==> config.mk <==
export PLATFORM = sky130hd
export DESIGN_NAME = mc_ctrl
export DESIGN_NICKNAME = d
export VERILOG_FILES = /design/src/rtl/mc_pkg.sv /design/src/rtl/mc_decode.sv /design/src/rtl/mc_ctrl.sv
export SDC_FILE = /design/constraint.sdc
export NUM_CORES = 1
export LEC_CHECK = 0
export BUFFER_PORTS_ARGS = -buffer_cell sky130_fd_sc_hd__buf_2
export CAP_MARGIN = 20
export CORE_UTILIZATION = 45
export CTS_BUF_LIST = sky130_fd_sc_hd__clkbuf_8
export CTS_CLUSTER_SIZE = 25
export DETAILED_ROUTE_END_ITERATION = 7
export PLACE_DENSITY = 0.8
export SYNTH_ARGS = -nofsm -noshare
export SYNTH_HDL_FRONTEND = slang
export SYNTH_HIERARCHICAL = 1
export SYNTH_SLANG_ARGS = --single-unit
export TNS_END_PERCENT = 30
==> constraint.sdc <==
create_clock -name clock -period 3.9 [get_ports clock]
set_clock_uncertainty 0.2 [all_clocks]
set_input_delay 0.39 -clock clock [delete_from_list [all_inputs] [get_ports clock]]
set_output_delay 0.39 -clock clock [all_outputs]
set_load 0.05 [all_outputs]
==> src/rtl/mc_pkg.sv <==
`default_nettype none
// +----------------------------------------------------------------------+
// | Package  : mc_pkg                                                    |
// | Purpose  : Shared encodings for the multicycle control unit: state   |
// |            codes, opcodes, ALU codes, PC-source and dest selects,    |
// |            decoded instruction-class bundle and R-type ALU lookup.   |
// | Revision : 1.0  initial release                                      |
// +----------------------------------------------------------------------+
package mc_pkg;

  typedef enum logic [2:0] {
    ST_IF   = 3'b000,
    ST_ID   = 3'b001,
    ST_EXE  = 3'b010,
    ST_MEM  = 3'b011,
    ST_WB   = 3'b100,
    ST_HALT = 3'b101
  } state_t;

  localparam logic [5:0] OP_ADD  = 6'b000000;
  localparam logic [5:0] OP_SUB  = 6'b000001;
  localparam logic [5:0] OP_ADDI = 6'b000010;
  localparam logic [5:0] OP_OR   = 6'b010000;
  localparam logic [5:0] OP_AND  = 6'b010001;
  localparam logic [5:0] OP_ORI  = 6'b010010;
  localparam logic [5:0] OP_SLL  = 6'b011000;
  localparam logic [5:0] OP_MOVE = 6'b100000;
  localparam logic [5:0] OP_SLT  = 6'b100111;
  localparam logic [5:0] OP_SW   = 6'b110000;
  localparam logic [5:0] OP_LW   = 6'b110001;
  localparam logic [5:0] OP_BEQ  = 6'b110100;
  localparam logic [5:0] OP_J    = 6'b111000;
  localparam logic [5:0] OP_JR   = 6'b111001;
  localparam logic [5:0] OP_JAL  = 6'b111010;
  localparam logic [5:0] OP_HALT = 6'b111111;

  localparam logic [2:0] ALUC_ADD = 3'b000;
  localparam logic [2:0] ALUC_SUB = 3'b001;
  localparam logic [2:0] ALUC_SLT = 3'b010;
  localparam logic [2:0] ALUC_SLL = 3'b100;
  localparam logic [2:0] ALUC_OR  = 3'b101;
  localparam logic [2:0] ALUC_AND = 3'b110;

  localparam logic [1:0] PCSRC_PC4 = 2'd0;
  localparam logic [1:0] PCSRC_BR  = 2'd1;
  localparam logic [1:0] PCSRC_REG = 2'd2;
  localparam logic [1:0] PCSRC_JMP = 2'd3;

  localparam logic [1:0] REGRT_R31 = 2'd0;
  localparam logic [1:0] REGRT_RT  = 2'd1;
  localparam logic [1:0] REGRT_RD  = 2'd2;

  // One bit per instruction class; at most one is set for a legal opcode.
  typedef struct packed {
    logic rtype;
    logic addi;
    logic ori;
    logic sll;
    logic lw;
    logic sw;
    logic beq;
    logic j;
    logic jr;
    logic jal;
    logic halt;
  } iclass_t;

  // ALU operation for register-register instructions; move is an add.
  function automatic logic [2:0] rtype_aluc(input logic [5:0] op6);
    logic [2:0] code;
    code = ALUC_ADD;
    case (op6)
      OP_SUB:  code = ALUC_SUB;
      OP_OR:   code = ALUC_OR;
      OP_AND:  code = ALUC_AND;
      OP_SLT:  code = ALUC_SLT;
      default: code = ALUC_ADD;
    endcase
    return code;
  endfunction

endpackage
`default_nettype wire

==> src/rtl/mc_decode.sv <==
`default_nettype none
// +----------------------------------------------------------------------+
// | Module   : mc_decode                                                 |
// | Purpose  : Combinational opcode decoder: maps the opcode onto a      |
// |            one-hot instruction class and flags undefined opcodes.    |
// |            Non-zero bits above bit 5 make the opcode undefined.      |
// | Revision : 1.0  initial release                                      |
// +----------------------------------------------------------------------+
module mc_decode
  import mc_pkg::*;
#(
  parameter int OP_W = 6
) (
  input  logic [OP_W-1:0] op,
  output iclass_t         iclass,
  output logic            illegal
);

  logic       upper_nz;
  logic       known;
  logic [5:0] op6;

  assign op6 = op[5:0];

  generate
    if (OP_W > 6) begin : g_wide_op
      assign upper_nz = |op[OP_W-1:6];
    end else begin : g_narrow_op
      assign upper_nz = 1'b0;
    end
  endgenerate

  // Opcode to instruction class; anything unmatched is illegal.
  always_comb begin
    iclass = '0;
    known  = 1'b1;
    case (op6)
      OP_ADD, OP_SUB, OP_OR, OP_AND, OP_MOVE, OP_SLT: iclass.rtype = 1'b1;
      OP_ADDI: iclass.addi = 1'b1;
      OP_ORI:  iclass.ori  = 1'b1;
      OP_SLL:  iclass.sll  = 1'b1;
      OP_LW:   iclass.lw   = 1'b1;
      OP_SW:   iclass.sw   = 1'b1;
      OP_BEQ:  iclass.beq  = 1'b1;
      OP_J:    iclass.j    = 1'b1;
      OP_JR:   iclass.jr   = 1'b1;
      OP_JAL:  iclass.jal  = 1'b1;
      OP_HALT: iclass.halt = 1'b1;
      default: known = 1'b0;
    endcase
    if (upper_nz) begin
      iclass = '0;
      known  = 1'b0;
    end
    illegal = ~known;
  end

endmodule
`default_nettype wire

==> src/rtl/mc_ctrl.sv <==
`default_nettype none
// +----------------------------------------------------------------------+
// | Module   : mc_ctrl                                                   |
// | Purpose  : Multicycle CPU control unit. Sequences IF/ID/EXE/MEM/WB   |
// |            with ready/valid memory handshakes, sticky HALT and       |
// |            illegal-opcode trap. Control outputs are decoded from the |
// |            current state and opcode in the same cycle and forced to  |
// |            their defaults while resetn is low.                       |
// | Config   : MC_CTRL_INSTRET_EN enables the retired-instruction        |
// |            counter; without it instret is tied to zero.              |
// | Revision : 1.0  initial release                                      |
// +----------------------------------------------------------------------+
module mc_ctrl
  import mc_pkg::*;
#(
  parameter int OP_W   = 6,
  parameter int ALUC_W = 3,
  parameter int CNT_W  = 32
) (
  input  logic              clock,
  input  logic              resetn,
  input  logic [OP_W-1:0]   op,
  input  logic              z,
  input  logic              imem_ready,
  input  logic              dmem_ready,
  output logic              imem_req,
  output logic              dmem_req,
  output logic              dmem_we,
  output logic              wpc,
  output logic              wir,
  output logic              wreg,
  output logic [1:0]        regrt,
  output logic              m2reg,
  output logic              wrregdata,
  output logic [ALUC_W-1:0] aluc,
  output logic              alusrcb,
  output logic [1:0]        pcsource,
  output logic              sext,
  output logic [2:0]        state,
  output logic              halted,
  output logic              illegal,
  output logic [CNT_W-1:0]  instret
);

  state_t     cur_state;
  iclass_t    cls;
  logic       op_illegal;
  logic       halted_q;
  logic       illegal_q;
  logic [2:0] alu_sel;

  mc_decode #(
    .OP_W (OP_W)
  ) u_decode (
    .op      (op),
    .iclass  (cls),
    .illegal (op_illegal)
  );

  // Sequencer state and sticky halt/trap flags.
  always_ff @(posedge clock) begin
    if (!resetn) begin
      cur_state <= ST_IF;
      halted_q  <= 1'b0;
      illegal_q <= 1'b0;
    end else begin
      case (cur_state)
        ST_IF: begin
          if (imem_ready) cur_state <= ST_ID;
        end
        ST_ID: begin
          if (op_illegal) begin
            cur_state <= ST_HALT;
            halted_q  <= 1'b1;
            illegal_q <= 1'b1;
          end else if (cls.halt) begin
            cur_state <= ST_HALT;
            halted_q  <= 1'b1;
          end else if (cls.j || cls.jr || cls.jal) begin
            cur_state <= ST_IF;
          end else begin
            cur_state <= ST_EXE;
          end
        end
        ST_EXE: begin
          if (cls.beq)               cur_state <= ST_IF;
          else if (cls.lw || cls.sw) cur_state <= ST_MEM;
          else                       cur_state <= ST_WB;
        end
        ST_MEM: begin
          if (dmem_ready) cur_state <= cls.sw ? ST_IF : ST_WB;
        end
        ST_WB:   cur_state <= ST_IF;
        ST_HALT: cur_state <= ST_HALT;
        default: cur_state <= ST_IF;
      endcase
    end
  end

  // Datapath controls for the current state; all defaults while in reset.
  always_comb begin
    imem_req  = 1'b0;
    dmem_req  = 1'b0;
    dmem_we   = 1'b0;
    wpc       = 1'b0;
    wir       = 1'b0;
    wreg      = 1'b0;
    regrt     = REGRT_R31;
    m2reg     = 1'b0;
    wrregdata = 1'b0;
    alu_sel   = ALUC_ADD;
    alusrcb   = 1'b0;
    pcsource  = PCSRC_PC4;
    sext      = 1'b1;
    if (resetn) begin
      case (cur_state)
        ST_IF: begin
          imem_req = 1'b1;
          wir      = imem_ready;
        end
        ST_ID: begin
          if (cls.j) begin
            wpc      = 1'b1;
            pcsource = PCSRC_JMP;
          end else if (cls.jal) begin
            wpc       = 1'b1;
            pcsource  = PCSRC_JMP;
            wreg      = 1'b1;
            regrt     = REGRT_R31;
            wrregdata = 1'b0;
          end else if (cls.jr) begin
            wpc      = 1'b1;
            pcsource = PCSRC_REG;
          end
        end
        ST_EXE: begin
          if (cls.rtype) begin
            alu_sel = rtype_aluc(op[5:0]);
          end else if (cls.sll) begin
            alusrcb = 1'b1;
            alu_sel = ALUC_SLL;
          end else if (cls.addi) begin
            alusrcb = 1'b1;
          end else if (cls.ori) begin
            alusrcb = 1'b1;
            sext    = 1'b0;
            alu_sel = ALUC_OR;
          end else if (cls.beq) begin
            alu_sel  = ALUC_SUB;
            wpc      = 1'b1;
            pcsource = z ? PCSRC_BR : PCSRC_PC4;
          end else if (cls.lw || cls.sw) begin
            alusrcb = 1'b1;
          end
        end
        ST_MEM: begin
          dmem_req = 1'b1;
          dmem_we  = cls.sw;
          wpc      = dmem_ready && cls.sw;
        end
        ST_WB: begin
          wreg      = 1'b1;
          wpc       = 1'b1;
          wrregdata = 1'b1;
          if (cls.lw) begin
            m2reg = 1'b1;
            regrt = REGRT_RT;
          end else if (cls.addi || cls.ori || cls.sll) begin
            regrt = REGRT_RT;
          end else begin
            regrt = REGRT_RD;
          end
        end
        default: ;
      endcase
    end
  end

  assign aluc    = ALUC_W'(alu_sel);
  assign state   = cur_state;
  assign halted  = halted_q;
  assign illegal = illegal_q;

`ifdef MC_CTRL_INSTRET_EN
  logic [CNT_W-1:0] instret_q;

  // Every PC write returns to IF, so each one retires an instruction.
  always_ff @(posedge clock) begin
    if (!resetn)  instret_q <= '0;
    else if (wpc) instret_q <= instret_q + CNT_W'(1);
  end

  assign instret = instret_q;
`else
  assign instret = '0;
`endif

endmodule
`default_nettype wire

======== After elaboration in Yosys (flattened, before gate mapping) ========
Cells that the tools add are included.
storage, ports and cells
  bits in registers ....................... 5
  bits of input ports ..................... 11
  output and inout port bits .............. 54
cells by class
  eq/ne operators ......................... 23
  multiplexer cells ....................... 87
  bitwise operators ....................... 1
  reductions and logical operators ........ 13
operator list
  kind                                                                    count
  1-bit 2-to-1 mux                                                        60
  6-bit equality test (second input constant)                             9
  3-bit 2-to-1 mux                                                        13
  6-bit by 5-bit equality test with 1-bit output (second input constant)  4
  2-bit 2-to-1 mux                                                        9
  16-bit OR reduction                                                     1
  3-bit case mux with 5 select lines                                      1
  3-bit case mux with 4 select lines                                      1
  3-bit by 2-bit equality test with 1-bit output (second input constant)  2
  3-bit equality test (second input constant)                             2
  6-bit by 1-bit equality test with 1-bit output (second input constant)  1
  6-bit by 2-bit equality test with 1-bit output (second input constant)  1
  6-bit zero test                                                         1
  2-bit != test (second input constant)                                   3
  2-bit AND reduction                                                     3
  6-bit OR reduction                                                      1
  1-bit logical OR                                                        5
  1-bit case mux with 4 select lines                                      1
  2-bit case mux with 2 select lines                                      1
  3-bit by 1-bit equality test with 1-bit output (second input constant)  1
  3-bit zero test                                                         1
  1-bit case mux with 2 select lines                                      1
  1-bit logical AND                                                       1
  1-bit inverter                                                          1

======== Longest topological paths before layout ========
Gate-level depths: netlist of the first run.
  word-level depth ........................ 11
  depth in mapped cells ................... 7
  depth with buffers taken out ............ 6

======== By module ========
Netlist of the first run, hierarchy kept.
modules (own cells, without submodules)
  module     times used  cells an instance  area an instance (um^2)
  mc_ctrl    1           117                878.3
  mc_decode  1           35                 249.0

======== Worst setup path after synthesis of the first run ========
Ideal clock, no wire load.
  path type ............................... input port to output port
  from .................................... in op[3]
  to ...................................... out alusrcb
  data arrival time ....................... 2.571 ns
  setup slack ............................. 0.739 ns
  stages on the path ...................... 5
  buffers on the path ..................... 1
  path through ............................ buf_2 -> or4b_4 -> nor3_2 -> nor3_1 -> a211oi_1
RTL lines
  what                RTL line       RTL
  start: declaration  mc_ctrl.sv:22  input logic [OP_W-1:0] op,
  end: declaration    mc_ctrl.sv:36  output logic alusrcb,

==> results of run 1 <==
==> worst max-delay path, delay by kind of cell <==
kind                   cells  cell delay (ns)
AO/OA/AOI/OAI              2             0.50
AND/OR/NAND/NOR            2             0.79
buffers and inverters      2             0.47
==> layer usage <==
layer | track usage | wire length [µm]
met5 | 0 | 0
met4 | 0.0811 | 30
met3 | 0.0234 | 121
met2 | 0.267 | 1070
met1 | 0.230 | 1090
==> synth_stat cells, types with 3 or more instances <==
| cell | instances |
|---|---|
| and3_1 | 4 |
| a21oi_1 | 7 |
| buf_6 | 3 |
| dfxtp_1 | 5 |
| nand3_1 | 6 |
| nor2_1 | 9 |
| nor3_1 | 5 |
| o21ai_0 | 4 |
| and2_1 | 3 |
| nand2b_1 | 3 |
| nand2_1 | 5 |
| buf_4 | 34 |
| nor4_1 | 3 |
| o21a_1 | 3 |
| inv_1 | 5 |
| nor3b_1 | 3 |
| nor2b_1 | 5 |
==> layout by cell type (no fill, tap or decap), types with 3 or more instances in the layout <==
cell / Yosys / routed
nand2_1: 5 / 5
nand2b_1: 3 / 3
dfxtp_1: 5 / 5
o21ai_0: 4 / 4
clkbuf_8: 0 / 3
inv_1: 5 / 6
nor2_1: 9 / 9
nor4_1: 3 / 3
nor2b_1: 5 / 5
a21oi_1: 7 / 7
buf_2: 1 / 32
and2_1: 3 / 3
and3_1: 4 / 4
conb_1: 1 / 32
nor3b_1: 3 / 3
o21a_1: 3 / 3
nand3_1: 6 / 6
nor3_1: 5 / 5
==> registers in the layout (all words and copies together), names as in the netlist <==
| name | cells |
|---|---|
| halted | 1 |
| state | 3 |
| illegal | 1 |
==> metrics by stage <==
stage	instances	worst slack, ns	hold slack [ns]	total power (µW)	utilization
floorplan	183	0.739	0.283	258	-
global placement	203	1.18	0.254	252	0.499
detailed placement	203	1.18	0.255	252	0.499
CTS	207	1.16	0.206	347	0.519
global route	207	0.975	0.217	367	0.519
finish	207	1.16	0.216	345	0.519
==> final cells by class <==
class                           instances  area (µm²)
Fill cell                             240        1090
Multi-Input combinational cell        132         818
Timing Repair Buffer                   32         160
Sequential cell                         5         100
Clock buffer                            3        41.3
Tap cell                               28        35.0
Inverter                                6        22.5
Clock inverter                          1        3.75
==> power by group <==
part	leakage, µW	internal [µW]	switching (µW)	total (µW)
clock	0.0000269	67.4	25.2	92.7
sequential	0.0000411	57.3	11.9	69.2
combinational	0.000499	41.3	142	184
==> logic make-up (layout without fill, tap and decap cells) <==
group | count (synthesis) | in the layout | synth area share
and+or+nand+nor | 66 | 66 | 0.391
xor gates and xnor gates | 3 | 3 | 0.0233
AOI/OAI and AO/OA | 29 | 29 | 0.186
buffers and inverters | 46 | 42 | 0.289
adders and majority gates | 1 | 1 | 0.00999
DFF | 5 | 5 | 0.0888
other | 1 | 32 | 0.00333
muxes | 1 | 1 | 0.00888
==> path summary, 6_finish.rpt <==
check        endpoint
max           alusrcb
min          state[0]
max reg2reg  state[0]
min reg2reg    halted
==> impl_metrics.env, run 1 <==
export IMPL_ir_worst_vdd_v=0.000271
export IMPL_critPathKind="in2out"
export IMPL_worstSetupStartpoint="op[0]"
export IMPL_ys_warnings_count=6
export IMPL_worstMarginPinSlew_ns=0.601
export IMPL_track_usage=0.172
export IMPL_yosysTopAreaCell="buf_4"
export IMPL_slowest_delay_ns=0.48
export IMPL_post_dp_cell_area_um2=1140
export IMPL_ys_seq_area_frac=0.0888
export IMPL_dr_first_iter_drc_count=12
export IMPL_powerDensity_nw_per_um2=292
export IMPL_whs_path_depth=2
export IMPL_slowest_stage="nor4_1"
export IMPL_cts_clk_slew_worst_paths_ns=0.03
export IMPL_drc=0
export IMPL_synth_ff_type="dfxtp_1"
export IMPL_setup_viol=0
export IMPL_grt_max_degree=16
export IMPL_cap_violations=0
export IMPL_r2r_setup_slack_ns=2.21
export IMPL_grt_overflow=0
export IMPL_worstPathMaxFanout=10
export IMPL_clock_sinks=5
export IMPL_drive_above_1_share=0.251
export IMPL_via_per_inst=5.14
export IMPL_maxSlewViolCount=0
export IMPL_die_width_um=52.1
export IMPL_start_util=0.495
export IMPL_netlist_area_um2=1130
export IMPL_cp_arrival_ns=2.15
export IMPL_run_status="completed"
export IMPL_setup_tns_ns=0
export IMPL_synthArstFlopShare=0
export IMPL_clock_fmax_ghz=0.366
export IMPL_synth_distinct_cells=54
export IMPL_dp_hpwl_mm=1.78
export IMPL_syn_avg_cell_area_um2=7.42
export IMPL_critPathLaunchType="input port"
export IMPL_antenna_found_initial=0
export IMPL_dieArea_um2=2710
export IMPL_port_buffers=32
export IMPL_clk_latency_ns=0.22
export IMPL_postCtsSetupRepairBufs=0
export IMPL_fin_area_um2=1180
export IMPL_cp_required_ns=3.31
export IMPL_antenna_left=0
export IMPL_antennaDiodeCount=0
export IMPL_die_height_um=52.1
export IMPL_synth_top_area_frac=0.226
export IMPL_rsz0062_at_grt="no"
export IMPL_cp_end_kind="primary output"
export IMPL_cts_buffers=3
export IMPL_fin_crit_sh=0.701
export IMPL_min_from="dmem_ready"
export IMPL_clockBufferDepth=2
export IMPL_drt_pass1_iter_count=4
export IMPL_cts_root_buf="clkbuf_8"
export IMPL_core_area_um2=2280
export IMPL_cts_resized=0
export IMPL_postCtsHoldBufs=0
export IMPL_synth_area_leaders="buf_4 (23%), dfxtp_1 (8.9%), a21oi_1 (3.1%)"
export IMPL_slew_headroom=0.596
export IMPL_fin_crit_ns=2.74
export IMPL_tritoncts="yes"
export IMPL_power_leakage_uw=0.000567
export IMPL_placementRows=17
export IMPL_synth_edff_count=0
export IMPL_htreeDepth=1
export IMPL_grt_pass1_vias=822
export IMPL_synth_seq_cells=5
export IMPL_vias=1063
export IMPL_rr_worst_depth=3
export IMPL_crit_chain="buf_2 -> or2_1 -> nor4_1 -> o21bai_1 -> a211oi_1 -> buf_2"
export IMPL_worst_path_most_repeated_cell="buf_2"
export IMPL_grt_pass1_wl_mm=3.53
export IMPL_pin_count=65
export IMPL_area_growth_pct=4.77
export IMPL_place_gp_congestion=0.833
export IMPL_rr_startpoint="state[1]"
export IMPL_hold_violations=0
export IMPL_synth_cells=152
export IMPL_wirelength_mm=2.31
export IMPL_nNetsFinal=191
export IMPL_hp_class="in2reg"
export IMPL_wl_per_cell_um=11.1
No activity file was read; power rests on OpenSTA's default activity.
==> inputs of run 2 (changes only) <==
--- a/config.mk
+++ b/config.mk
@@ -7,11 +7,11 @@
 export LEC_CHECK = 0
 export BUFFER_PORTS_ARGS = -buffer_cell sky130_fd_sc_hd__buf_2
 export CAP_MARGIN = 20
-export CORE_UTILIZATION = 45
+export CORE_UTILIZATION = 41
 export CTS_BUF_LIST = sky130_fd_sc_hd__clkbuf_8
 export CTS_CLUSTER_SIZE = 25
 export DETAILED_ROUTE_END_ITERATION = 7
-export PLACE_DENSITY = 0.8
+export PLACE_DENSITY = 0.77
 export SYNTH_ARGS = -nofsm -noshare
 export SYNTH_HDL_FRONTEND = slang
 export SYNTH_HIERARCHICAL = 1
==> constraint.sdc (replaced) <==
create_clock -name clock -period 2.5 [get_ports clock]
set_clock_uncertainty 0.2 [all_clocks]
set_input_delay 0.25 -clock clock [delete_from_list [all_inputs] [get_ports clock]]
set_output_delay 0.25 -clock clock [all_outputs]
set_load 0.05 [all_outputs]
==> impl_metrics.env, run 2 (same netlist as run 1, synthesis figures left out) <==
export IMPL_area_growth_pct=10.8
export IMPL_worstSetupStartpoint="op[0]"
export IMPL_htreeDepth=1
export IMPL_wirelength_mm=2.38
export IMPL_postCtsHoldBufs=0
export IMPL_cts_clk_slew_worst_paths_ns=0.04
export IMPL_postCtsSetupRepairBufs=0
export IMPL_via_per_inst=5.00
export IMPL_dp_hpwl_mm=1.88
export IMPL_cts_root_buf="clkbuf_8"
export IMPL_clock_fmax_ghz=0.427
export IMPL_powerDensity_nw_per_um2=436
export IMPL_fillers=273
export IMPL_cp_required_ns=2.05
export IMPL_power_leakage_uw=0.000609
export IMPL_drc=0
export IMPL_fin_area_um2=1250
export IMPL_cts_buffers=3
export IMPL_vias=1085
export IMPL_hold_worst_slack_ns=0.0629
export IMPL_rsz0062_at_grt="no"
export IMPL_post_dp_cell_area_um2=1200
export IMPL_utilization=0.491
export IMPL_grt_pass1_vias=865
export IMPL_tritoncts="yes"
export IMPL_endpoint="alusrcb"
export IMPL_p_switching_uw=281
export IMPL_placementRows=18
export IMPL_switching_share=0.517
export IMPL_nNetsFinal=199
export IMPL_start_util=0.443
export IMPL_worstPathMaxFanout=10
export IMPL_fin_crit_sh=0.937
export IMPL_maxSlewViolCount=0
export IMPL_largest_reg_flops=3
export IMPL_critPathKind="in2out"
export IMPL_antenna_found_initial=0
export IMPL_grt_pass1_wl_mm=3.80
export IMPL_combinationalPowerShare=0.538
export IMPL_power_internal_uw=263
export IMPL_rr_startpoint="state[1]"
export IMPL_drive_above_1_share=0.289
export IMPL_die_height_um=54.4
export IMPL_clock_sinks=5
export IMPL_run_status="completed"
export IMPL_port_buffers=32
export IMPL_pwr_share_seq=0.198
export IMPL_antennaDiodeCount=0
export IMPL_r2r_setup_slack_ns=0.82
export IMPL_power_uw=544
export IMPL_dp_cells=213
export IMPL_grt_overflow=0
export IMPL_r2r_end="state[0]"
export IMPL_cts_resized=0
export IMPL_drt_pass1_iter_count=4
export IMPL_ir_worst_vdd_v=0.000516
export IMPL_fin_crit_ns=2.34
export IMPL_cp_end_kind="primary output"
export IMPL_wl_per_cell_um=11.0
export IMPL_die_width_um=54.4
export IMPL_dr_first_iter_drc_count=20
export IMPL_cap_violations=0
export IMPL_setup_viol=0
export IMPL_dieArea_um2=2960
export IMPL_clk_latency_ns=0.22
export IMPL_fin_cells=217
export IMPL_rr_worst_depth=3
export IMPL_hold_violations=0
export IMPL_hp_class="in2reg"
export IMPL_critPathLaunchType="input port"
export IMPL_track_usage=0.170
export IMPL_cp_arrival_ns=1.89
export IMPL_power_frac_clock=0.264
export IMPL_antenna_left=0
export IMPL_clockBufferDepth=2
export IMPL_pin_count=65
export IMPL_mostFrequentLayoutCells="conb_1 (32), buf_2 (32), nor2_1 (9)"
export IMPL_core_area_um2=2540
export IMPL_place_gp_congestion=0.828
export IMPL_grt_max_degree=16
[run 2: cell count changes in the layout (fill, tap and decap cells not counted), sizes merged]
cell and change:
buf +8
[run 2: worst max-delay path, stage by stage]
cell and delay [ns]:
buf_2 0.16, or4b_4 0.57, nor3_2 0.27, nor3_1 0.15, a211oi_2 0.20, buf_2 0.29
[run 2: worst min path at each step]
| stage | cells past startpoint | start | to |
|---|---|---|---|
| floorplan | 1 | dmem_ready | state[0] |
| global placement | 1 | halted | halted |
| detailed placement | 1 | halted | halted |
| CTS | 2 | dmem_ready | state[0] |
| global route | 2 | dmem_ready | state[0] |
| finish | 2 | dmem_ready | state[0] |
[run 2: power by group through the flow]
stage               combinational, µW  sequential (µW)  clock (µW)
floorplan                         274              129           0
global placement                  288              109           0
detailed placement                291              108           0
CTS                               292              107         145
global route                      314              110         152
finish                            293              108         144
[run 2: area by class of cell]
cell class	count	area, µm²	area share
multi-input combinational	132	823	0.659
timing repair buffer	40	220	0.176
sequential	5	100	0.0802
clock buffer	3	41.3	0.0331
tap	30	37.5	0.0301
inverter	6	22.5	0.0180
clock inverter	1	3.75	0.00301
[run 2: layer usage]
layer  wire length [µm]  vias to the layer above  track usage
li1                   -                      554            -
met1               1120                      488        0.230
met2               1140                       43        0.293
met3                119                        0       0.0306
met4                  0                        0      0.00427
met5                  0                        -            0
[run 2: stage by stage]
stage | setup WS, ns | TNS, ns
floorplan | -0.228 | -0.376
global placement | 0.189 | 0
detailed placement | 0.163 | 0
CTS | 0.156 | 0
global route | 0.00756 | 0
finish | 0.157 | 0
